## config.mk

```make
export PLATFORM = sky130hd
export DESIGN_NAME = mc_updown_counter
export DESIGN_NICKNAME = d
export VERILOG_FILES = /design/src/rtl/mc_updown_counter.sv
export SDC_FILE = /design/constraint.sdc
export NUM_CORES = 1
export LEC_CHECK = 0
export CAP_MARGIN = 20
export CORE_UTILIZATION = 46
export DETAILED_ROUTE_END_ITERATION = 16
export PLACE_DENSITY_LB_ADDON = 0.15
export REMOVE_ABC_BUFFERS = 1
export SYNTH_ARGS = -nofsm -noshare
export SYNTH_HDL_FRONTEND = slang
export SYNTH_SLANG_ARGS = --single-unit
```

## constraint.sdc

```tcl
create_clock -name clock -period 4 [get_ports clock]
set_input_delay 0.8 -clock clock [delete_from_list [all_inputs] [get_ports clock]]
set_output_delay 0.8 -clock clock [all_outputs]
set_load 0.005 [all_outputs]
```

## src/rtl/mc_updown_counter.sv

```systemverilog
// Cascadable WIDTH-bit synchronous up/down counter with an MC14516B-style active-low carry cascade.
// Define MC_COUNTER_BCD_EN to compile in decade-per-nibble counting selected by bcd_mode.
module mc_updown_counter #(
  parameter int unsigned WIDTH = 8
) (
  input  logic             clock,
  input  logic             reset,
  input  logic             preset_enable,
  input  logic [WIDTH-1:0] preset,
  input  logic             up_down,
  input  logic             carry_in,
  input  logic             one_shot,
  input  logic             bcd_mode,
  output logic [WIDTH-1:0] result,
  output logic             carry_out,
  output logic             wrapped
);

  localparam int unsigned NIB = WIDTH / 4;
  localparam logic [WIDTH-1:0] ONE = WIDTH'(1);

  logic [WIDTH-1:0] result_q, result_d;
  logic             wrapped_q, wrapped_d;
  logic             bcd_en;
  logic [WIDTH-1:0] nines, bcd_inc, bcd_dec;
  logic [WIDTH-1:0] tv, step;
  logic             at_tv, count_en;

`ifdef MC_COUNTER_BCD_EN
  assign bcd_en = bcd_mode;

  // Invalid digits (10-15) clear and carry when counting up, but just decrement without borrow going down.
  always_comb begin
    logic       c, b;
    logic [3:0] nib;
    nines   = '0;
    bcd_inc = '0;
    bcd_dec = '0;
    c = 1'b1;
    b = 1'b1;
    for (int unsigned n = 0; n < NIB; n++) begin
      nines[4*n +: 4] = 4'd9;
      nib = result_q[4*n +: 4];
      if (!c) begin
        bcd_inc[4*n +: 4] = nib;
      end else if (nib >= 4'd9) begin
        bcd_inc[4*n +: 4] = 4'd0;
      end else begin
        bcd_inc[4*n +: 4] = nib + 4'd1;
        c = 1'b0;
      end
      if (!b) begin
        bcd_dec[4*n +: 4] = nib;
      end else if (nib == 4'd0) begin
        bcd_dec[4*n +: 4] = 4'd9;
      end else begin
        bcd_dec[4*n +: 4] = nib - 4'd1;
        b = 1'b0;
      end
    end
  end
`else
  logic unused_bcd_mode;
  assign unused_bcd_mode = bcd_mode;
  assign bcd_en  = 1'b0;
  assign nines   = '0;
  assign bcd_inc = '0;
  assign bcd_dec = '0;
`endif

  assign tv       = up_down ? (bcd_en ? nines : '1) : '0;
  assign at_tv    = (result_q == tv);
  assign count_en = ~carry_in & ~(one_shot & at_tv);

  // Normal step arithmetic already lands on the wrap value when leaving TV.
  assign step = up_down ? (bcd_en ? bcd_inc : result_q + ONE)
                        : (bcd_en ? bcd_dec : result_q - ONE);

  always_comb begin
    result_d  = result_q;
    wrapped_d = wrapped_q;
    if (preset_enable) begin
      result_d  = preset;
      wrapped_d = 1'b0;
    end else if (count_en) begin
      result_d = step;
      if (at_tv) wrapped_d = 1'b1;
    end
  end

  always_ff @(posedge clock) begin
    if (reset) begin
      result_q  <= '0;
      wrapped_q <= 1'b0;
    end else begin
      result_q  <= result_d;
      wrapped_q <= wrapped_d;
    end
  end

  assign result    = result_q;
  assign wrapped   = wrapped_q;
  assign carry_out = ~(~carry_in & at_tv);

endmodule

```

# After elaboration in Yosys (flattened, before gate mapping)
# Cells that the tools add are included.
# totals
inputBits,15
out_inout_bits,10
elab_cells,18
register_bits,9
# classes
n_eq_ne,1
n_bitwise,6
reduce_logical,3
add_sub_neg,2
muxes,4
# ops
operator,n
$mux W8,4
$add A8 B1 Y8 const B,1
$eq A8 B8 Y1,1
$sub A8 B1 Y8 const B,1
$and A1 B1 Y1,3
$not A1 Y1,3
$reduce_and A2 Y1,1
$reduce_bool A2 Y1,1
$reduce_or A2 Y1,1

# Logic depth before layout (Yosys ltp)
# Gate-level depths: netlist of the first run.
# depth
ltp_word,7
mapped_depth,8
ltp_nobuf,7

# Worst setup path after synthesis of the first run
# No wires, ideal clock.
# synth_timing
kind,input to output
start,in up_down
end,out carry_out
arrival_time_ns,1.805
n_path_buf,0
path_slack_ns,1.395
t_required_ns,3.200
cell_stages,5
path_cell_list,inv_1 -> ha_1 -> nand2_1 -> a211oi_2 -> or2b_1
# synth_between
elab_chain_len,4
# synth_rtl
element,line,rtl
from (decl),10,"input logic up_down,"
$mux W8,71,assign tv = up_down ? (bcd_en ? nines : '1) : '0;
$eq A8 B8 Y1,72,assign at_tv = (result_q == tv);
$and A1 B1 Y1,103,assign carry_out = ~(~carry_in & at_tv);
$not A1 Y1,103,
to (decl),15,"output logic carry_out,"
# Every way passes these cells.

# Worst setup path after layout of the first run
# Same ends and word-level chain as after synthesis.

==> results of run 1 <==
[cell usage in the layout, fill, tap and decap left out]
master,Yosys,final
nand2_1,6,6
clkdlybuf4s50_1,0,23
a211oi_2,1,1
ha_1,6,6
dfxtp_1,9,9
xnor2_1,2,2
inv_1,3,3
xor2_1,5,5
nand3b_1,2,2
clkbuf_4,0,3
or2b_1,1,1
clkbuf_1,2,1
o21ai_0,4,4
or4b_1,1,1
nand3_1,2,2
o21bai_1,1,1
o21a_1,1,1
or3_1,1,1
a21oi_1,5,5
mux2i_1,4,4
a211oi_1,7,7
o22ai_1,1,1
fa_1,1,1
nor2_1,12,12
a31o_2,2,2
nand4_1,2,2
buf_4,0,1
o211ai_1,3,3
[through the flow]
stage / total power (uW) / setup slack (ps) / util / std cells / hold WS, ps
5_1_grt: 312.2 / 93.33 / 0.7106 / 125 / 512.7
3_5_place_dp: 218.8 / 227.0 / 0.6914 / 121 / 455.7
2_1_floorplan: 174.9 / 1395 / - / 82 / 464.2
3_3_place_gp: 216.5 / 259.9 / 0.6914 / 121 / 451.4
4_1_cts: 293.9 / 215.3 / 0.7106 / 125 / 472.5
6_report: 291.6 / 237.3 / 0.7106 / 125 / 470.5
[registers in the layout, indices dropped and copies added, names as in the netlist]
| register | count |
|---|---|
| result | 8 |
| wrapped | 1 |
[final timing paths]
check | start | cells past startpoint | to
max | up_down | 7 | carry_out
max reg2reg | result[6]$_SDFFE_PP0P_ | 7 | result[2]$_SDFFE_PP0P_
min | wrapped$_SDFFE_PP0P_ | 1 | wrapped$_SDFFE_PP0P_
min reg2reg | wrapped$_SDFFE_PP0P_ | 1 | wrapped$_SDFFE_PP0P_
[worst reg2reg max path: stages, from the launching register on]
cell,delay [ps]
dfxtp_1,330
ha_1,370
nand4_1,140
a211oi_2,180
a21oi_1,210
buf_4,230
or4b_1,460
o211ai_1,110
[logic make-up after synthesis]
logic type	after synthesis	share of synthesized area
and+or+nand+nor	27	0.1839
buffers and inverters	6	0.03392
xor gates and xnor gates	7	0.08750
muxes	4	0.05715
adders and majority gates	7	0.1357
DFF	9	0.2571
AOI/OAI and AO/OA	25	0.2447
[cell type report]
class	count	area, um2	share of cell area
Timing Repair Buffer	24	237.7	0.2448
Inverter	3	11.26	0.01160
Sequential cell	9	180.2	0.1856
Clock buffer	4	26.28	0.02706
Tap cell	15	18.77	0.01933
Multi-Input combinational cell	70	496.7	0.5116
[power groups by stage]
stage,clock (uW),combinational [uW],sequential [uW]
6_report,73.7,113,105
5_1_grt,80.3,125,107
4_1_cts,75.4,113,105
3_5_place_dp,0,111,107
3_3_place_gp,0,109,107
2_1_floorplan,0,67.6,107
[per-layer routing]
layer	vias to the layer above	GRT usage	part of all wire	wire, um
li1	367	-	-	-
met1	320	0.2881	0.50	793
met2	18	0.3516	0.45	716
met3	2	0.04891	0.036	57
met4	0	0.07500	0.0063	10
met5	-	0	0	0
==> results.sh, run 1 <==
export IMPL_ys_ff_latch=9
export IMPL_antenna_found_initial=0
export IMPL_dr_pass1_iters=4
export IMPL_vias=707
export IMPL_ios=25
export IMPL_cap_violations=0
export IMPL_clk_pin_slew_worst_paths_ps=70
export IMPL_setup_viol=0
export IMPL_cts_setup_buffers=0
export IMPL_comb_power_share=0.386
export IMPL_drive_gt1_frac=0.06364
export IMPL_synth_area_um2=700.7
export IMPL_fmax_mhz=265.8
export IMPL_grt_pass1_vias=552
export IMPL_netlist_instances=85
export IMPL_track_usage=0.2201
export IMPL_wl_per_cell_um=12.62
export IMPL_std_cell_rows=13
export IMPL_synthesis_area_per_instance_um2=8.243
export IMPL_grt_pass1_wl_mm=2.387
export IMPL_cts_max_level=1
export IMPL_ant_nets=0
export IMPL_syn_to_final_growth_pct=38.57
export IMPL_cp_slowest_cell="clkdlybuf4s50_1"
export IMPL_cts_resized=0
export IMPL_worst_pin_slew_ps=520.8
export IMPL_crit_path_start_kind="input pin"
export IMPL_first_iter_violations=16
export IMPL_clockBufferDepth=2
export IMPL_p_seq_frac=0.361
export IMPL_switchingPower_uw=95.09
export IMPL_die_h_um=41.03
export IMPL_yosys_top_cells_count="nor2_1, dfxtp_1, a211oi_1"
export IMPL_cp_required_ps=3200
export IMPL_outcome="completed"
export IMPL_timing_final_crit_share=0.9407
export IMPL_stdcell_area_um2=970.9
export IMPL_detailed_place_hpwl_mm=1.219
export IMPL_numPortBuffers=23
export IMPL_yosys_area_top_type="dfxtp_1"
export IMPL_synth_edff_count=0
export IMPL_power_density_mw_per_mm2=300.3
export IMPL_yosys_warnings=0
export IMPL_clkPwrFrac=0.253
export IMPL_numClockSinks=9
export IMPL_synth_area_top_cells="dfxtp_1, ha_1, a211oi_1"
export IMPL_insertion_delay_ps=260
export IMPL_grt_remaining_overflow=0
export IMPL_rsz0062_at_grt="false"
export IMPL_crit_buf_inv=3
export IMPL_p_leak_uw=0.0003912
export IMPL_die_w_um=41.03
export IMPL_slew_viol_final=0
export IMPL_setup_tns_ps=0
export IMPL_cts_root_buf="clkbuf_4"
export IMPL_crit_top_cell="clkdlybuf4s50_1"
export IMPL_skew_ps=1.728
export IMPL_synth_most_common_cell="nor2_1"
export IMPL_crit_family="buffers and inverters"
export IMPL_drt_wl_total_mm=1.577
export IMPL_crit_chain="clkdlybuf4s50_1, inv_1, ha_1, nand4_1, a211oi_2, or2b_1, clkdlybuf4s50_1"
export IMPL_yosysTopAreaCellShare=0.2571
export IMPL_post_dp_cell_area_um2=944.7
export IMPL_hold_class="reg -> reg"
export IMPL_cts_tree="built"
export IMPL_critPathMaxFanout=7
export IMPL_grt_start_max_net_pins=12
export IMPL_arrival_ps=2960
export IMPL_hold_violations=0
export IMPL_ys_flop_type="dfxtp_1"
export IMPL_nFillCells=115
export IMPL_crit_type="in -> out"
export IMPL_endpoint_kind="output pin"
export IMPL_n_antenna_cell=0
export IMPL_ir_drop_uv=203.1
export IMPL_cts_buffers=3
export IMPL_finalCriticalPeriod_ps=3763
export IMPL_final_nets=133
export IMPL_globalplace_congestion=0.8117
export IMPL_async_reset_ff_frac=0
export IMPL_switching_share=0.3261
export IMPL_rrSetupSlack_ps=1890
export IMPL_core_area_mm2=0.001366
export IMPL_ctsHoldBuffers=0
export IMPL_initial_core_util=0.5128
export IMPL_die_area_mm2=0.001683
export IMPL_slew_headroom=0.6528
export IMPL_cp_slowest_stage_delay_ps=530
export IMPL_p_int_uw=196.5
export IMPL_via_per_inst=5.656
export IMPL_synth_cell_type_count=26
export IMPL_drc=0
export IMPL_ys_seq_area_frac=0.2571
Note: power is estimated with default switching activity, not from simulation.
==> run 2: changes to the inputs <==
- PLACE_DENSITY: default -> 0.79
- PLACE_DENSITY_LB_ADDON: 0.15 -> default
==> results.sh, run 2 (synthesis results as in run 1) <==
export IMPL_drt_wl_total_mm=1.677
export IMPL_drive_gt1_frac=0.06364
export IMPL_rsz0062_at_grt="false"
export IMPL_clockBufferDepth=2
export IMPL_via_per_inst=5.696
export IMPL_std_cell_rows=13
export IMPL_slew_viol_final=0
export IMPL_numClockSinks=9
export IMPL_cts_buffers=3
export IMPL_whs_ps=463.6
export IMPL_nFillCells=125
export IMPL_final_util=0.7106
export IMPL_cts_setup_buffers=0
export IMPL_grt_start_max_net_pins=12
export IMPL_initial_core_util=0.5128
export IMPL_ff_latch_area_um2=180.2
export IMPL_crit_chain="clkdlybuf4s50_1, inv_1, ha_1, nand4_1, a211oi_2, or2b_1, clkdlybuf4s50_1"
export IMPL_insertion_delay_ps=280
export IMPL_core_area_mm2=0.001366
export IMPL_cp_slowest_stage_delay_ps=540
export IMPL_die_h_um=41.03
export IMPL_die_area_mm2=0.001683
export IMPL_track_usage=0.2480
export IMPL_ant_nets=0
export IMPL_numPortBuffers=23
export IMPL_crit_path_start_kind="input pin"
export IMPL_cp_required_ps=3200
export IMPL_slew_headroom=0.6686
export IMPL_n_antenna_cell=0
export IMPL_timing_final_crit_share=0.9463
export IMPL_arrival_ps=2990
export IMPL_crit_top_cell="clkdlybuf4s50_1"
export IMPL_vias=712
export IMPL_final_nets=133
export IMPL_multi_input_area_um2=496.7
export IMPL_largest_reg_flops=8
export IMPL_worst_pin_slew_ps=497.1
export IMPL_hold_violations=0
export IMPL_outcome="completed"
export IMPL_mostFrequentLayoutCells="clkdlybuf4s50_1, nor2_1, dfxtp_1"
export IMPL_wl_per_cell_um=13.42
export IMPL_power_density_mw_per_mm2=305.8
export IMPL_cap_violations=0
export IMPL_detailed_place_hpwl_mm=1.245
export IMPL_clk_pin_slew_worst_paths_ps=60
export IMPL_endpoint_kind="output pin"
export IMPL_cts_tree="built"
export IMPL_first_iter_violations=11
export IMPL_grt_pass1_wl_mm=2.622
export IMPL_crit_type="in -> out"
export IMPL_cp_slowest_cell="clkdlybuf4s50_1"
export IMPL_die_w_um=41.03
export IMPL_grt_pass1_vias=631
export IMPL_globalplace_congestion=0.7940
export IMPL_ios=25
export IMPL_setup_tns_ps=0
export IMPL_finalCriticalPeriod_ps=3785
export IMPL_grt_remaining_overflow=0
export IMPL_antenna_found_initial=0
export IMPL_skew_ps=5.660
export IMPL_cts_resized=0
export IMPL_syn_to_final_growth_pct=38.57
export IMPL_hold_class="reg -> reg"
export IMPL_setup_viol=0
export IMPL_p_leak_uw=0.0003912
export IMPL_layout_commonest_cell="clkdlybuf4s50_1"
export IMPL_ctsHoldBuffers=0
export IMPL_ir_drop_uv=211.7
export IMPL_drc=0
export IMPL_critPathMaxFanout=7
export IMPL_cts_max_level=1
export IMPL_cts_root_buf="clkbuf_4"
export IMPL_fmax_mhz=264.2
export IMPL_dr_pass1_iters=4
==> run 2: path summary, 6_finish.rpt <==
check / start / endpoint / slack [ps] / cells after the start
setup / recovery: up_down / carry_out / 210 / 7
hold / removal: wrapped$_SDFFE_PP0P_ / wrapped$_SDFFE_PP0P_ / 460 / 1
setup reg to reg: result[6]$_SDFFE_PP0P_ / result[2]$_SDFFE_PP0P_ / 1880 / 7
hold reg to reg: wrapped$_SDFFE_PP0P_ / wrapped$_SDFFE_PP0P_ / 460 / 1
==> run 2: area by class of cell <==
class | count | share of cell area
multi-input combinational | 70 | 0.5116
timing repair buffer | 24 | 0.2448
sequential | 9 | 0.1856
clock buffer | 4 | 0.02706
tap | 15 | 0.01933
inverter | 3 | 0.01160
==> run 2: layer usage <==
metal	part of all wire	GRT usage	vias to the layer above
met3	0.061	0.04891	6
met1	0.45	0.2937	323
li1	-	-	360
met2	0.46	0.4063	23
met5	0	0	-
met4	0.023	0.1500	0
==> run 2: through the flow <==
| stage | instances | total power [uW] | setup slack, ps | area [um2] |
|---|---|---|---|---|
| 3_5_place_dp | 121 | 219.5 | 211.4 | 944.7 |
| 5_1_grt | 125 | 317.8 | 15.82 | 970.9 |
| 3_3_place_gp | 121 | 216.6 | 252.2 | 944.7 |
| 2_1_floorplan | 82 | 174.9 | 1395 | 688.2 |
| 4_1_cts | 125 | 299.1 | 199.6 | 970.9 |
| 6_report | 125 | 296.9 | 214.6 | 970.9 |
==> run 2: report_power, final <==
| part | internal (uW) | total (uW) | switching, uW |
|---|---|---|---|
| clock network | 38.8 | 78.4 | 39.6 |
| logic | 60.4 | 113 | 52.4 |
| registers | 97.6 | 106 | 8.03 |
==> run 2: worst max-delay path: cells and delay by family <==
family	cells	cell delay, ps
AO/OA/AOI/OAI	1	200
adder cells (fa/ha/maj)	1	420
buffers and inverters	3	1160
AND/OR/NAND/NOR	2	390
